===== config.mk =====
export PLATFORM = sky130hd
export DESIGN_NAME = uart_rx_param
export DESIGN_NICKNAME = d
export VERILOG_FILES = /design/src/rtl/uart_rx_param.sv
export SDC_FILE = /design/constraint.sdc
export NUM_CORES = 1
export LEC_CHECK = 0
export ABC_AREA = 1
export BUFFER_PORTS_ARGS = -buffer_cell sky130_fd_sc_hd__buf_2
export CAP_MARGIN = 20
export CELL_PAD_IN_SITES_DETAIL_PLACEMENT = 1
export CELL_PAD_IN_SITES_GLOBAL_PLACEMENT = 1
export CORE_ASPECT_RATIO = 0.9
export CORE_UTILIZATION = 45
export DETAILED_ROUTE_END_ITERATION = 7
export PLACE_DENSITY = 0.89
export SLEW_MARGIN = 15
export SYNTH_ARGS = -nofsm -noshare
export SYNTH_HDL_FRONTEND = slang
export SYNTH_SLANG_ARGS = --single-unit

===== constraint.sdc =====
create_clock -name i_clk -period 2.9 [get_ports i_clk]
set_input_delay 0.435 -clock i_clk [delete_from_list [all_inputs] [get_ports i_clk]]
set_output_delay 0.435 -clock i_clk [all_outputs]
set_load 0.02 [all_outputs]

===== src/rtl/uart_rx_param.sv =====
`default_nettype none
// ============================================================================
//  Module   : uart_rx_param
//  Purpose  : Oversampling UART receiver with 3-sample majority vote, parity,
//             framing and overrun detection, ready/valid output, break re-arm.
//  Revision : 1.0
// ============================================================================
module uart_rx_param #(
  parameter int DATA_BITS   = 8,
  parameter int PARITY      = 0,
  parameter int STOP_BITS   = 1,
  parameter int OVERSAMPLE  = 16,
  parameter int SYNC_STAGES = 3
) (
  input  logic                 i_clk,
  input  logic                 i_rst,
  input  logic                 i_rxd,
  input  logic                 i_tick,
  output logic [DATA_BITS-1:0] o_data,
  output logic                 o_valid,
  input  logic                 i_ready,
  output logic                 o_frame_err,
  output logic                 o_parity_err,
  output logic                 o_overrun,
  output logic                 o_rxsync,
  output logic                 o_busy
);

  localparam int TW = $clog2(OVERSAMPLE);
  localparam logic [TW-1:0] c_tick_last = TW'(OVERSAMPLE - 1);
  localparam logic [TW-1:0] c_tick_s0   = TW'(OVERSAMPLE / 2 - 1);
  localparam logic [TW-1:0] c_tick_s1   = TW'(OVERSAMPLE / 2);
  localparam logic [TW-1:0] c_tick_s2   = TW'(OVERSAMPLE / 2 + 1);
  localparam logic [3:0]    c_data_last = 4'(DATA_BITS - 1);
  localparam logic [3:0]    c_stop_last = 4'(STOP_BITS - 1);

  typedef enum logic [2:0] {
    S_IDLE     = 3'd0,
    S_START    = 3'd1,
    S_DATA     = 3'd2,
    S_PARITY   = 3'd3,
    S_STOP     = 3'd4,
    S_BRK_WAIT = 3'd5
  } state_t;

  logic [SYNC_STAGES-1:0] sync_q, sync_d;
  state_t                 state_q, state_d;
  logic [TW-1:0]          tcnt_q, tcnt_d;
  logic [3:0]             bcnt_q, bcnt_d;
  logic [DATA_BITS-1:0]   shift_q, shift_d;
  logic [1:0]             samp_q, samp_d;
  logic                   vote_q, vote_d;
  logic                   perr_q, perr_d;
  logic                   ferr_q, ferr_d;
  logic                   commit_q, commit_d;
  logic                   cferr_q, cferr_d;
  logic                   cperr_q, cperr_d;
  logic [DATA_BITS-1:0]   data_q, data_d;
  logic                   valid_q, valid_d;
  logic                   frame_err_q, frame_err_d;
  logic                   parity_err_q, parity_err_d;
  logic                   overrun_q, overrun_d;
  logic                   rxsync_q, rxsync_d;

  logic w_rxd_s;
  logic w_active;
  logic w_bit_end;
  logic w_last_samp;
  logic w_vote_now;
  logic w_par_exp;
  logic w_stop_bad;

  assign w_rxd_s     = sync_q[SYNC_STAGES-1];
  assign w_active    = (state_q == S_START) || (state_q == S_DATA) ||
                       (state_q == S_PARITY) || (state_q == S_STOP);
  assign w_bit_end   = i_tick && (tcnt_q == c_tick_last);
  assign w_last_samp = i_tick && (tcnt_q == c_tick_s2);
  // Third sample is the live line, so the vote is usable on the same tick.
  assign w_vote_now  = (samp_q[0] & samp_q[1]) | (samp_q[0] & w_rxd_s) |
                       (samp_q[1] & w_rxd_s);
  assign w_par_exp   = (PARITY == 1) ? ~(^shift_q) : (^shift_q);
  assign w_stop_bad  = ~w_vote_now;

  always_comb begin
    sync_d       = {sync_q[SYNC_STAGES-2:0], i_rxd};
    state_d      = state_q;
    tcnt_d       = tcnt_q;
    bcnt_d       = bcnt_q;
    shift_d      = shift_q;
    samp_d       = samp_q;
    vote_d       = vote_q;
    perr_d       = perr_q;
    ferr_d       = ferr_q;
    commit_d     = 1'b0;
    cferr_d      = cferr_q;
    cperr_d      = cperr_q;
    rxsync_d     = 1'b0;
    data_d       = data_q;
    valid_d      = valid_q;
    frame_err_d  = 1'b0;
    parity_err_d = 1'b0;
    overrun_d    = 1'b0;

    if (w_active && i_tick) begin
      tcnt_d = (tcnt_q == c_tick_last) ? '0 : tcnt_q + 1'b1;
      if (tcnt_q == c_tick_s0) samp_d[0] = w_rxd_s;
      if (tcnt_q == c_tick_s1) samp_d[1] = w_rxd_s;
      if (tcnt_q == c_tick_s2) vote_d    = w_vote_now;
    end

    case (state_q)
      S_IDLE: begin
        if (!w_rxd_s) begin
          state_d  = S_START;
          tcnt_d   = '0;
          bcnt_d   = '0;
          shift_d  = '0;
          perr_d   = 1'b0;
          ferr_d   = 1'b0;
          rxsync_d = 1'b1;
        end
      end
      S_START: begin
        if (w_bit_end) state_d = vote_q ? S_IDLE : S_DATA;
      end
      S_DATA: begin
        if (w_bit_end) begin
          shift_d = {vote_q, shift_q[DATA_BITS-1:1]};
          if (bcnt_q == c_data_last) begin
            bcnt_d  = '0;
            state_d = (PARITY != 0) ? S_PARITY : S_STOP;
          end else begin
            bcnt_d = bcnt_q + 1'b1;
          end
        end
      end
      S_PARITY: begin
        if (w_bit_end) begin
          perr_d  = (vote_q != w_par_exp);
          state_d = S_STOP;
        end
      end
      S_STOP: begin
        // Commit at the last centre sample so the next start edge is not missed.
        if (w_last_samp) begin
          if (bcnt_q == c_stop_last) begin
            commit_d = 1'b1;
            cferr_d  = ferr_q | w_stop_bad;
            cperr_d  = perr_q;
            state_d  = (ferr_q | w_stop_bad) ? S_BRK_WAIT : S_IDLE;
          end else begin
            ferr_d = ferr_q | w_stop_bad;
          end
        end else if (w_bit_end) begin
          bcnt_d = bcnt_q + 1'b1;
        end
      end
      S_BRK_WAIT: begin
        if (w_rxd_s) state_d = S_IDLE;
      end
      default: state_d = S_IDLE;
    endcase

    if (valid_q && i_ready) valid_d = 1'b0;
    if (commit_q) begin
      if (cferr_q) begin
        frame_err_d = 1'b1;
      end else if (cperr_q) begin
        parity_err_d = 1'b1;
      end else if (valid_q && !i_ready) begin
        overrun_d = 1'b1;
      end else begin
        data_d  = shift_q;
        valid_d = 1'b1;
      end
    end
  end

  always_ff @(posedge i_clk) begin
    if (i_rst) begin
      sync_q       <= '1;
      state_q      <= S_IDLE;
      tcnt_q       <= '0;
      bcnt_q       <= '0;
      shift_q      <= '0;
      samp_q       <= '0;
      vote_q       <= 1'b0;
      perr_q       <= 1'b0;
      ferr_q       <= 1'b0;
      commit_q     <= 1'b0;
      cferr_q      <= 1'b0;
      cperr_q      <= 1'b0;
      data_q       <= '0;
      valid_q      <= 1'b0;
      frame_err_q  <= 1'b0;
      parity_err_q <= 1'b0;
      overrun_q    <= 1'b0;
      rxsync_q     <= 1'b0;
    end else begin
      sync_q       <= sync_d;
      state_q      <= state_d;
      tcnt_q       <= tcnt_d;
      bcnt_q       <= bcnt_d;
      shift_q      <= shift_d;
      samp_q       <= samp_d;
      vote_q       <= vote_d;
      perr_q       <= perr_d;
      ferr_q       <= ferr_d;
      commit_q     <= commit_d;
      cferr_q      <= cferr_d;
      cperr_q      <= cperr_d;
      data_q       <= data_d;
      valid_q      <= valid_d;
      frame_err_q  <= frame_err_d;
      parity_err_q <= parity_err_d;
      overrun_q    <= overrun_d;
      rxsync_q     <= rxsync_d;
    end
  end

  assign o_data       = data_q;
  assign o_valid      = valid_q;
  assign o_frame_err  = frame_err_q;
  assign o_parity_err = parity_err_q;
  assign o_overrun    = overrun_q;
  assign o_rxsync     = rxsync_q;
  assign o_busy       = (state_q != S_IDLE);

endmodule
`default_nettype wire


==> impl_results.md, run 1 <==
- Fill cells: 577
- Largest family of logic cells by synthesized area: simple AND/OR/NAND/NOR gates
- Dpl hpwl: 3360 um
- Max-cap viol count: 0
- Initial antenna violation count: 0
- Actual slew at the worst max-slew pin: 541 ps
- Gate count of the mapped netlist: 285
- Max incr delay on CP: 590 ps
- Finished Core Util: 0.549
- CTS tree: yes
- Total congestion overflow: 0
- Post-synthesis mux area share: 0
- Number of synthesized flops with an enable pin: 0
- RSZ-0062 raised after global routing: no
- Multi-input gate area: 993 um2
- FF/Latch Area: 861 um2
- Crit path cell chain: nor2_4 > nand2_1 > buf_2
- Achievable clock frequency: 0.576 GHz
- Area leader, netlist: dfxtp_1
- Routed vias: 1,818
- # rows: 22
- Die X: 73.2 um
- Detail Route Antenna Nets: 0
- Design area: 0.00231 mm2
- Initial DRT Pass Iterations: 4
- CP delay by family, top: flip-flops
- Htree depth: 2
- Num Clock Sinks: 43
- Final setup fails: 0
- Critical path type: reg -> out
- RR Endpoint: state_q[0]
- Initial Utilization: 0.487
- Vias/cell: 4.99
- Root Driver: clkbuf_8
- First-pass GRT wire length: 7980 um
- Minimum clock period: 1740 ps
- Largest vdd supply drop: 0.575 mV
- P_leak: 1.01 nW
- Post-CTS Hold Fix Bufs: 0
- Hold Crit Class: in -> reg
- Setup crit start kind: flip-flop
- Initial drt markers: 109
- Synth-to-Final Area Change: 12.8%
- Ant diodes: 0
- Post_cts resized: 0
- Fraction of layout cells with a size suffix above 1: 0.158
- Top area cells in the synthesized netlist: dfxtp_1 42%, nand2_1 11%, a21oi_1 6.8%
- Overall routed net length: 4730 um
- Synth top area share: 0.420
- Synth Net Count: 295
- GRT Total Usage: 0.219
- CTS buffer count: 5
- Worst skew pair latency: 300 ps
- Synth Flop Type: dfxtp_1
- Synth Warn #: 0
- Compound-Gate Fraction of Synth Area: 0.136
- XOR/XNOR Fraction of Synth Area: 0.0214
- Die Span Y: 66.0 um
- # IOs: 19
- Fin. max-slew vios: 0
- Post-synth ARST share: 0
- Vias in the first global route: 1,779
- Critical Path AT: 1300 ps
- R2R Setup Slk: 1230 ps
- Clock-pin transition on the worst setup and hold timing paths: 80 ps
- Register bit count reported by yosys: 43
- Fin crit share: 0.599
- CP Max Fanout: 8
- Required time of the critical path: 2470 ps
- CP startpoint: state_q[1]
- Post-Syn Area: 0.00205 mm2
- Placed cell area: 0.00218 mm2
- Crit path buf inv count: 1
- GPL Wtd Cong: 0.799
- Commonest cells in the netlist: 59 x nand2_1, 43 x dfxtp_1, 37 x inv_1
- # DRC: 0
- Post-synth cell types: 33
- Die footprint: 0.00483 mm2
- R2r worst-path depth: 8
- Clock Skews: 4.71 ps
- Worst r2r src: tcnt_q[0]
- Hold Path Origin: i_rxd
- Relative slew slack: 0.639
- Clock tree buffer depth: 2
- Largest net degree at the start of global routing: 21
- TNS Setup: 0 ps
- Most used standard cell by instance count after synthesis: nand2_1
- Total power: 2.02 mW
- Slowest-stage cell, CP: dfxtp_1
- Fraction of the yosys area taken by sequential cells: 0.420
- Post-CTS setup buffer count: 0
- Critical Path Sink Type: primary output
- Adder-Cell Fraction of Synth Area: 0.0354
- Post-Syn Area per Cell: 7.20 um2
- Power per Cell Area: 875 mW/mm2
- Outcome: complete, no violations
- WHS Endpoint: sync_q[0]
- Hold depth: 2
- Port Buffer Count: 18
- Simple-gate share of the synthesized area: 0.292
- WL/cell: 13.0 um
- Nets: 313
- Final hold vios: 0
- Core area: 0.00421 mm2
## routing by layer
layer | vias up | GRT usage | part of all wire
met1 | 836 | 0.261 | 0.47
met2 | 24 | 0.377 | 0.48
li1 | 947 | - | -
met3 | 11 | 0.0457 | 0.032
met4 | 0 | 0.0956 | 0.021
met5 | - | 0 | 0
## through the flow
step / setup slack (ps) / instances / hold WS, ps
global placement: 1330 / 356 / 391
global route: 1030 / 364 / 311
CTS: 1180 / 364 / 310
finish: 1160 / 364 / 311
detailed placement: 1230 / 356 / 401
floorplan: 1470 / 285 / 389
## flip-flops by register name, summed over array words and instances (netlist names), 2 cells and up
signal / flops
o_data: 8
shift_q: 8
bcnt_q: 4
tcnt_q: 4
state_q: 3
sync_q: 3
samp_q: 2
## logic make-up (layout without fill, tap and decap cells)
kind of cell,after synthesis,count (layout)
AO/OA/AOI/OAI,52,52
flip-flops,43,43
adder cells (fa/ha/maj),6,6
XOR/XNOR,5,5
buffers and inverters,49,68
AND/OR/NAND/NOR,130,130
## how the worst max path moves through the flow
| stage | end | slack (ps) | cells past startpoint |
|---|---|---|---|
| after floorplan | state_q[0] | 1470 | 8 |
| after global placement | bcnt_q[0] | 1330 | 4 |
| after detailed placement | bcnt_q[1] | 1230 | 6 |
| after CTS | o_busy | 1180 | 3 |
| after global routing | bcnt_q[1] | 1030 | 6 |
| final | o_busy | 1160 | 3 |
## cells in the final DEF, fill, tap and decap left out, types with 5 or more instances in the layout
| master | n |
|---|---|
| a21oi_1 | 28 |
| buf_2 | 18 |
| clkbuf_8 | 5 |
| dfxtp_1 | 43 |
| ha_1 | 5 |
| inv_1 | 37 |
| nand2_1 | 59 |
| nand2_2 | 5 |
| nand3_1 | 16 |
| nor2_1 | 27 |
| nor3_1 | 8 |
| o21ai_0 | 18 |
## layout make-up
type	count	area share
multi-input combinational	193	0.430
sequential	43	0.372
inverter	42	0.0693
timing repair buffer	18	0.0390
tap	60	0.0325
clock buffer	6	0.0314
clock inverter	2	0.0260
## where the power goes
group	switching [mW]	internal, mW
logic	0.545	0.223
registers	0.0643	0.637
clock network	0.210	0.344
(Power assumes the default switching activity.)
==> inputs of run 2 (changes only) <==
--- a/config.mk
+++ b/config.mk
@@ -5,15 +5,15 @@
 export SDC_FILE = /design/constraint.sdc
 export NUM_CORES = 1
 export LEC_CHECK = 0
-export ABC_AREA = 1
+export ABC_AREA = 0
 export BUFFER_PORTS_ARGS = -buffer_cell sky130_fd_sc_hd__buf_2
 export CAP_MARGIN = 20
 export CELL_PAD_IN_SITES_DETAIL_PLACEMENT = 1
 export CELL_PAD_IN_SITES_GLOBAL_PLACEMENT = 1
 export CORE_ASPECT_RATIO = 0.9
-export CORE_UTILIZATION = 45
+export CORE_UTILIZATION = 44
 export DETAILED_ROUTE_END_ITERATION = 7
-export PLACE_DENSITY = 0.89
+export PLACE_DENSITY = 0.85
 export SLEW_MARGIN = 15
 export SYNTH_ARGS = -nofsm -noshare
 export SYNTH_HDL_FRONTEND = slang
==> constraint.sdc (replaced) <==
create_clock -name i_clk -period 1.8 [get_ports i_clk]
set_input_delay 0.27 -clock i_clk [delete_from_list [all_inputs] [get_ports i_clk]]
set_output_delay 0.27 -clock i_clk [all_outputs]
set_load 0.02 [all_outputs]
==> impl_results.md, run 2 <==
- Total congestion overflow: 0
- Routed vias: 1,703
- Initial DRT Pass Iterations: 4
- GPL Wtd Cong: 0.906
- Die X: 72.9 um
- Crit path buf inv count: 1
- Largest vdd supply drop: 0.894 mV
- CP delay by family, top: simple AND/OR/NAND/NOR gates
- Post-synth ARST share: 0
- Achievable clock frequency: 0.574 GHz
- Hold Path Origin: i_rxd
- Die Span Y: 65.8 um
- Synth Flop Type: dfxtp_1
- TNS Setup: 0 ps
- Initial drt markers: 60
- Most used standard cell by instance count after synthesis: dfxtp_1
- Clock tree buffer depth: 2
- Initial antenna violation count: 0
- Required time of the critical path: 2020 ps
- R2R Setup Slk: 60 ps
- Total power: 2.00 mW
- Die footprint: 0.00480 mm2
- Final setup fails: 0
- Synth top area share: 0.432
- Max incr delay on CP: 480 ps
- Setup WS post-layout: 57.9 ps
- Worst r2r src: tcnt_q[1]
- WL/cell: 15.2 um
- P_leak: 0.972 nW
- Critical Path AT: 1960 ps
- CTS tree: yes
- Initial Utilization: 0.473
- Minimum clock period: 1740 ps
- Root Driver: clkbuf_8
- CP Max Fanout: 4
- Gate count of the mapped netlist: 224
- Slowest-stage cell, CP: or4_4
- Vias in the first global route: 1,652
- Fin crit share: 0.968
- Fraction of layout cells with a size suffix above 1: 0.246
- Pre-CTS setup slack: 0.554 ps
- Hold Crit Class: in -> reg
- Num Clock Sinks: 43
- Hold depth: 2
- Commonest cells in the netlist: 43 x dfxtp_1, 28 x nor2_1, 15 x a21oi_1, 15 x nand2_1, 14 x mux2i_1
- Placed insts: 302
- Final std cells w/o fill: 312
- Worst hold slack: 145 ps
- WHS Endpoint: sync_q[0]
- CTS buffer count: 5
- First-pass GRT wire length: 8040 um
- Fill cells: 518
- Crit path cell chain: inv_2 > ha_4 > and4b_1 > a21oi_1 > a22o_1 > or4_4 > o31ai_2
- Critical Path Sink Type: flip-flop
- Post-Syn Area per Cell: 8.89 um2
- Power per Cell Area: 854 mW/mm2
- Most common cell after layout, fill and taps aside: dfxtp_1
- Nets: 261
- Outcome: complete, no violations
- R2r worst-path depth: 7
- Setup crit start kind: flip-flop
- RSZ-0062 raised after global routing: yes
- Core area: 0.00421 mm2
- Fraction of the yosys area taken by sequential cells: 0.432
- Max-cap viol count: 0
- Largest net degree at the start of global routing: 24
- Final hold vios: 0
- # IOs: 19
- Htree depth: 2
- Synth-to-Final Area Change: 17.5%
- Post-synth cell types: 48
- Post-Syn Area: 0.00199 mm2
- Most frequent cells in the layout: 38 x dfxtp_1, 27 x nor2_1, 18 x buf_2, 15 x nand2_1
- Clock-pin transition on the worst setup and hold timing paths: 90 ps
- Vias/cell: 5.46
- Area leader, netlist: dfxtp_1
- Detail Route Antenna Nets: 0
- # DRC: 0
- Ant diodes: 0
- Port Buffer Count: 18
- GRT Total Usage: 0.219
- Overall routed net length: 4750 um
- Fin. max-slew vios: 0
- Relative slew slack: 0.648
- Top area cells in the synthesized netlist: dfxtp_1 43%, mux2i_1 7.0%, nor2_1 5.3%
- CP startpoint: tcnt_q[1]
- Synth Net Count: 234
- Register bit count reported by yosys: 43
- Synth Warn #: 0
- # rows: 22
- Number of synthesized flops with an enable pin: 0
- Clock Skews: 7.78 ps
- RR Endpoint: state_q[0]
- Dpl hpwl: 3190 um
- Post-CTS Hold Fix Bufs: 0
- Critical path type: reg -> reg
- Worst skew pair latency: 300 ps
- Actual slew at the worst max-slew pin: 527 ps
-- run 2: cell count changes in the layout (fill, tap and decap cells not counted), sizes merged, moves of 4 or more --
cell and change:
nand2 -50, inv -33, o21ai -15, buf +14, mux2i +14, a21oi -13, nand3 -10, nand4 +8
nor3 -5, xnor2 +5, o31ai +4
-- run 2: layout make-up --
cell class,count,area [um2],share of cell area
inverter,9,35.0,0.0150
clock buffer,5,68.8,0.0294
timing repair buffer,32,195,0.0834
multi-input combinational,160,1050,0.450
clock inverter,3,43.8,0.0187
tap,60,75.1,0.0321
sequential,43,870,0.371
-- run 2: worst max path at each step --
stage	endpoint	cells after the start
2_1_floorplan	state_q[0]	6
3_3_place_gp	state_q[2]	6
3_5_place_dp	state_q[2]	6
4_1_cts	state_q[2]	7
5_1_grt	state_q[2]	7
6_report	state_q[0]	7
-- run 2: where the power goes --
group,internal (mW),switching (mW)
clock network,0.413,0.342
logic,0.0972,0.149
registers,0.969,0.0292
-- run 2: timing repair --
| item | CTS | global route |
|---|---|---|
| gates resized for setup | 2 | 15 |
| buffers inserted | 0 | 2 |
| pin swaps | 1 | 4 |
| endpoints found under the setup margin | 2 | 14 |
-- run 2: kinds of logic (layout without fill, tap and decap cells) --
family	after synthesis	in the layout	share of synthesized area
flops	43	43	0.432
simple gates	92	92	0.243
buf+inv	21	49	0.0572
fa+ha+maj	6	6	0.0364
mux	14	14	0.0703
compound gates	39	39	0.121
xor+xnor	9	9	0.0396
-- run 2: routing by layer --
layer / track usage / vias to the layer above / wire length, um
met1: 0.274 / 834 / 2210
met4: 0.0662 / 0 / 62
met3: 0.0488 / 7 / 123
li1: - / 843 / -
met5: 0 / - / 0
met2: 0.377 / 19 / 2350
-- run 2: stage by stage --
stage	area, um2	utilization
after floorplan	1990	-
after global placement	2170	0.515
after detailed placement	2170	0.515
after CTS	2280	0.542
after global routing	2340	0.556
final	2340	0.556
==> inputs of run 3 (changes only) <==
--- a/config.mk
+++ b/config.mk
@@ -13,6 +13,7 @@
 export CORE_ASPECT_RATIO = 0.9
 export CORE_UTILIZATION = 44
 export DETAILED_ROUTE_END_ITERATION = 7
+export GPL_TIMING_DRIVEN = 0
 export PLACE_DENSITY = 0.85
 export SLEW_MARGIN = 15
 export SYNTH_ARGS = -nofsm -noshare
==> impl_results.md, run 3 (synthesis gave the netlist of run 2 again) <==
- Num Clock Sinks: 43
- # IOs: 19
- Relative slew slack: 0.647
- Initial antenna violation count: 0
- Dpl hpwl: 3420 um
- Synth-to-Final Area Change: 19.0%
- Clock Skews: 7.06 ps
- First-pass GRT wire length: 8150 um
- Die X: 72.9 um
- CTS tree: yes
- Clock tree buffer depth: 2
- Initial drt markers: 84
- WL/cell: 15.9 um
- GPL Wtd Cong: 0.890
- Clock-pin transition on the worst setup and hold timing paths: 80 ps
- Largest net degree at the start of global routing: 13
- Nets: 264
- CP Max Fanout: 3
- Final std cells w/o fill: 314
- Placed cell area: 0.00216 mm2
- Critical Path AT: 1960 ps
- Outcome: complete, no violations
- Design area: 0.00237 mm2
- Power per Cell Area: 834 mW/mm2
- Fin. max-slew vios: 0
- Post-CTS Hold Fix Bufs: 0
- # rows: 22
- Initial DRT Pass Iterations: 4
- Required time of the critical path: 2010 ps
- Minimum clock period: 1750 ps
- Actual slew at the worst max-slew pin: 530 ps
- Hold Crit Class: in -> reg
- Achievable clock frequency: 0.572 GHz
- Port Buffer Count: 18
- Multi-input gate area: 0.00107 mm2
- P_leak: 0.963 nW
- Routed vias: 1,727
- Worst skew pair latency: 300 ps
- Critical Path Sink Type: flip-flop
- Total power: 1.98 mW
- Most frequent cells in the layout: 38 x dfxtp_1, 27 x nor2_1, 18 x buf_2, 15 x nand2_1
- Final setup fails: 0
- Fin crit share: 0.972
- Placed insts: 302
- Finished Core Util: 0.563
- Most common cell after layout, fill and taps aside: dfxtp_1
- Final hold vios: 0
- Ant diodes: 0
- FF/Latch Area: 872 um2
- CTS buffer count: 5
- Die footprint: 0.00480 mm2
- Detail Route Antenna Nets: 0
- Fill cells: 515
- Vias/cell: 5.50
- Vias in the first global route: 1,715
- Critical path type: reg -> reg
- Htree depth: 2
- Root Driver: clkbuf_8
- Largest vdd supply drop: 0.489 mV
- Initial Utilization: 0.473
- Die Span Y: 65.8 um
- Max-cap viol count: 0
- GRT Total Usage: 0.224
- Worst hold slack: 148 ps
- Setup crit start kind: flip-flop
- # DRC: 0
- Total congestion overflow: 0
- Core area: 0.00421 mm2
- Fraction of layout cells with a size suffix above 1: 0.248
- Overall routed net length: 5010 um
==> run 3: changes by cell type in the layout (fill, tap and decap cells not counted), sizes merged <==
cell / delta
buf: -2
clkbuf: +6
clkinv: -2
==> run 3: worst paths after layout <==
kind,start,to,slack [ps],cells after the start
max,tcnt_q[1],state_q[2],50,7
max reg2reg,tcnt_q[1],state_q[2],50,7
min,i_rxd,sync_q[0],150,2
min reg2reg,sync_q[0],sync_q[1],410,1
==> run 3: metrics by stage <==
step                      worst slack (ps)  TNS [ps]
final                                 50.4         0
after global routing                 -8.81     -15.7
after CTS                           -0.737    -0.737
after detailed placement              -103      -666
after global placement               -55.7      -108
after floorplan                        117         0
==> run 3: what timing repair did <==
item / CTS / global route
endpoints found under the hold margin: 0 / 0
resized for setup: 6 / 18
setup endpoints to repair: 12 / 11
pin swaps: 1 / 7
setup buffers: 1 / 4
gates cloned: 0 / 0
==> run 3: report_power, final <==
part / total [mW] / leakage (nW) / internal [mW] / switching [mW]
combinational: 0.270 / 0.561 / 0.0997 / 0.170
clock: 0.731 / 0.0513 / 0.407 / 0.324
sequential: 0.977 / 0.350 / 0.965 / 0.0121
==> run 3: layout make-up <==
| cell class | instances | share of cell area |
|---|---|---|
| multi-input combinational | 160 | 0.452 |
| sequential | 43 | 0.368 |
| timing repair buffer | 23 | 0.0538 |
| buffer | 12 | 0.0369 |
| tap | 60 | 0.0317 |
| clock buffer | 6 | 0.0306 |
| inverter | 9 | 0.0148 |
| clock inverter | 1 | 0.0127 |
==> run 3: critical path, stage by stage (launching register included) <==
cell and delay (ps):
dfxtp_4 350, inv_2 60, ha_2 170, and4b_1 260
nand2_1 100, a22o_1 230, or4_4 430, o31ai_2 70
==> run 3: routing by layer <==
metal  part of all wire  up-vias  global-route usage  routed length, um
met5                  0        -                   0                  0
met4              0.015        0              0.0735                 74
met3              0.024        8              0.0625                119
met2               0.49       23               0.370               2480
met1               0.47      844               0.281               2330
li1                   -      852                   -                  -
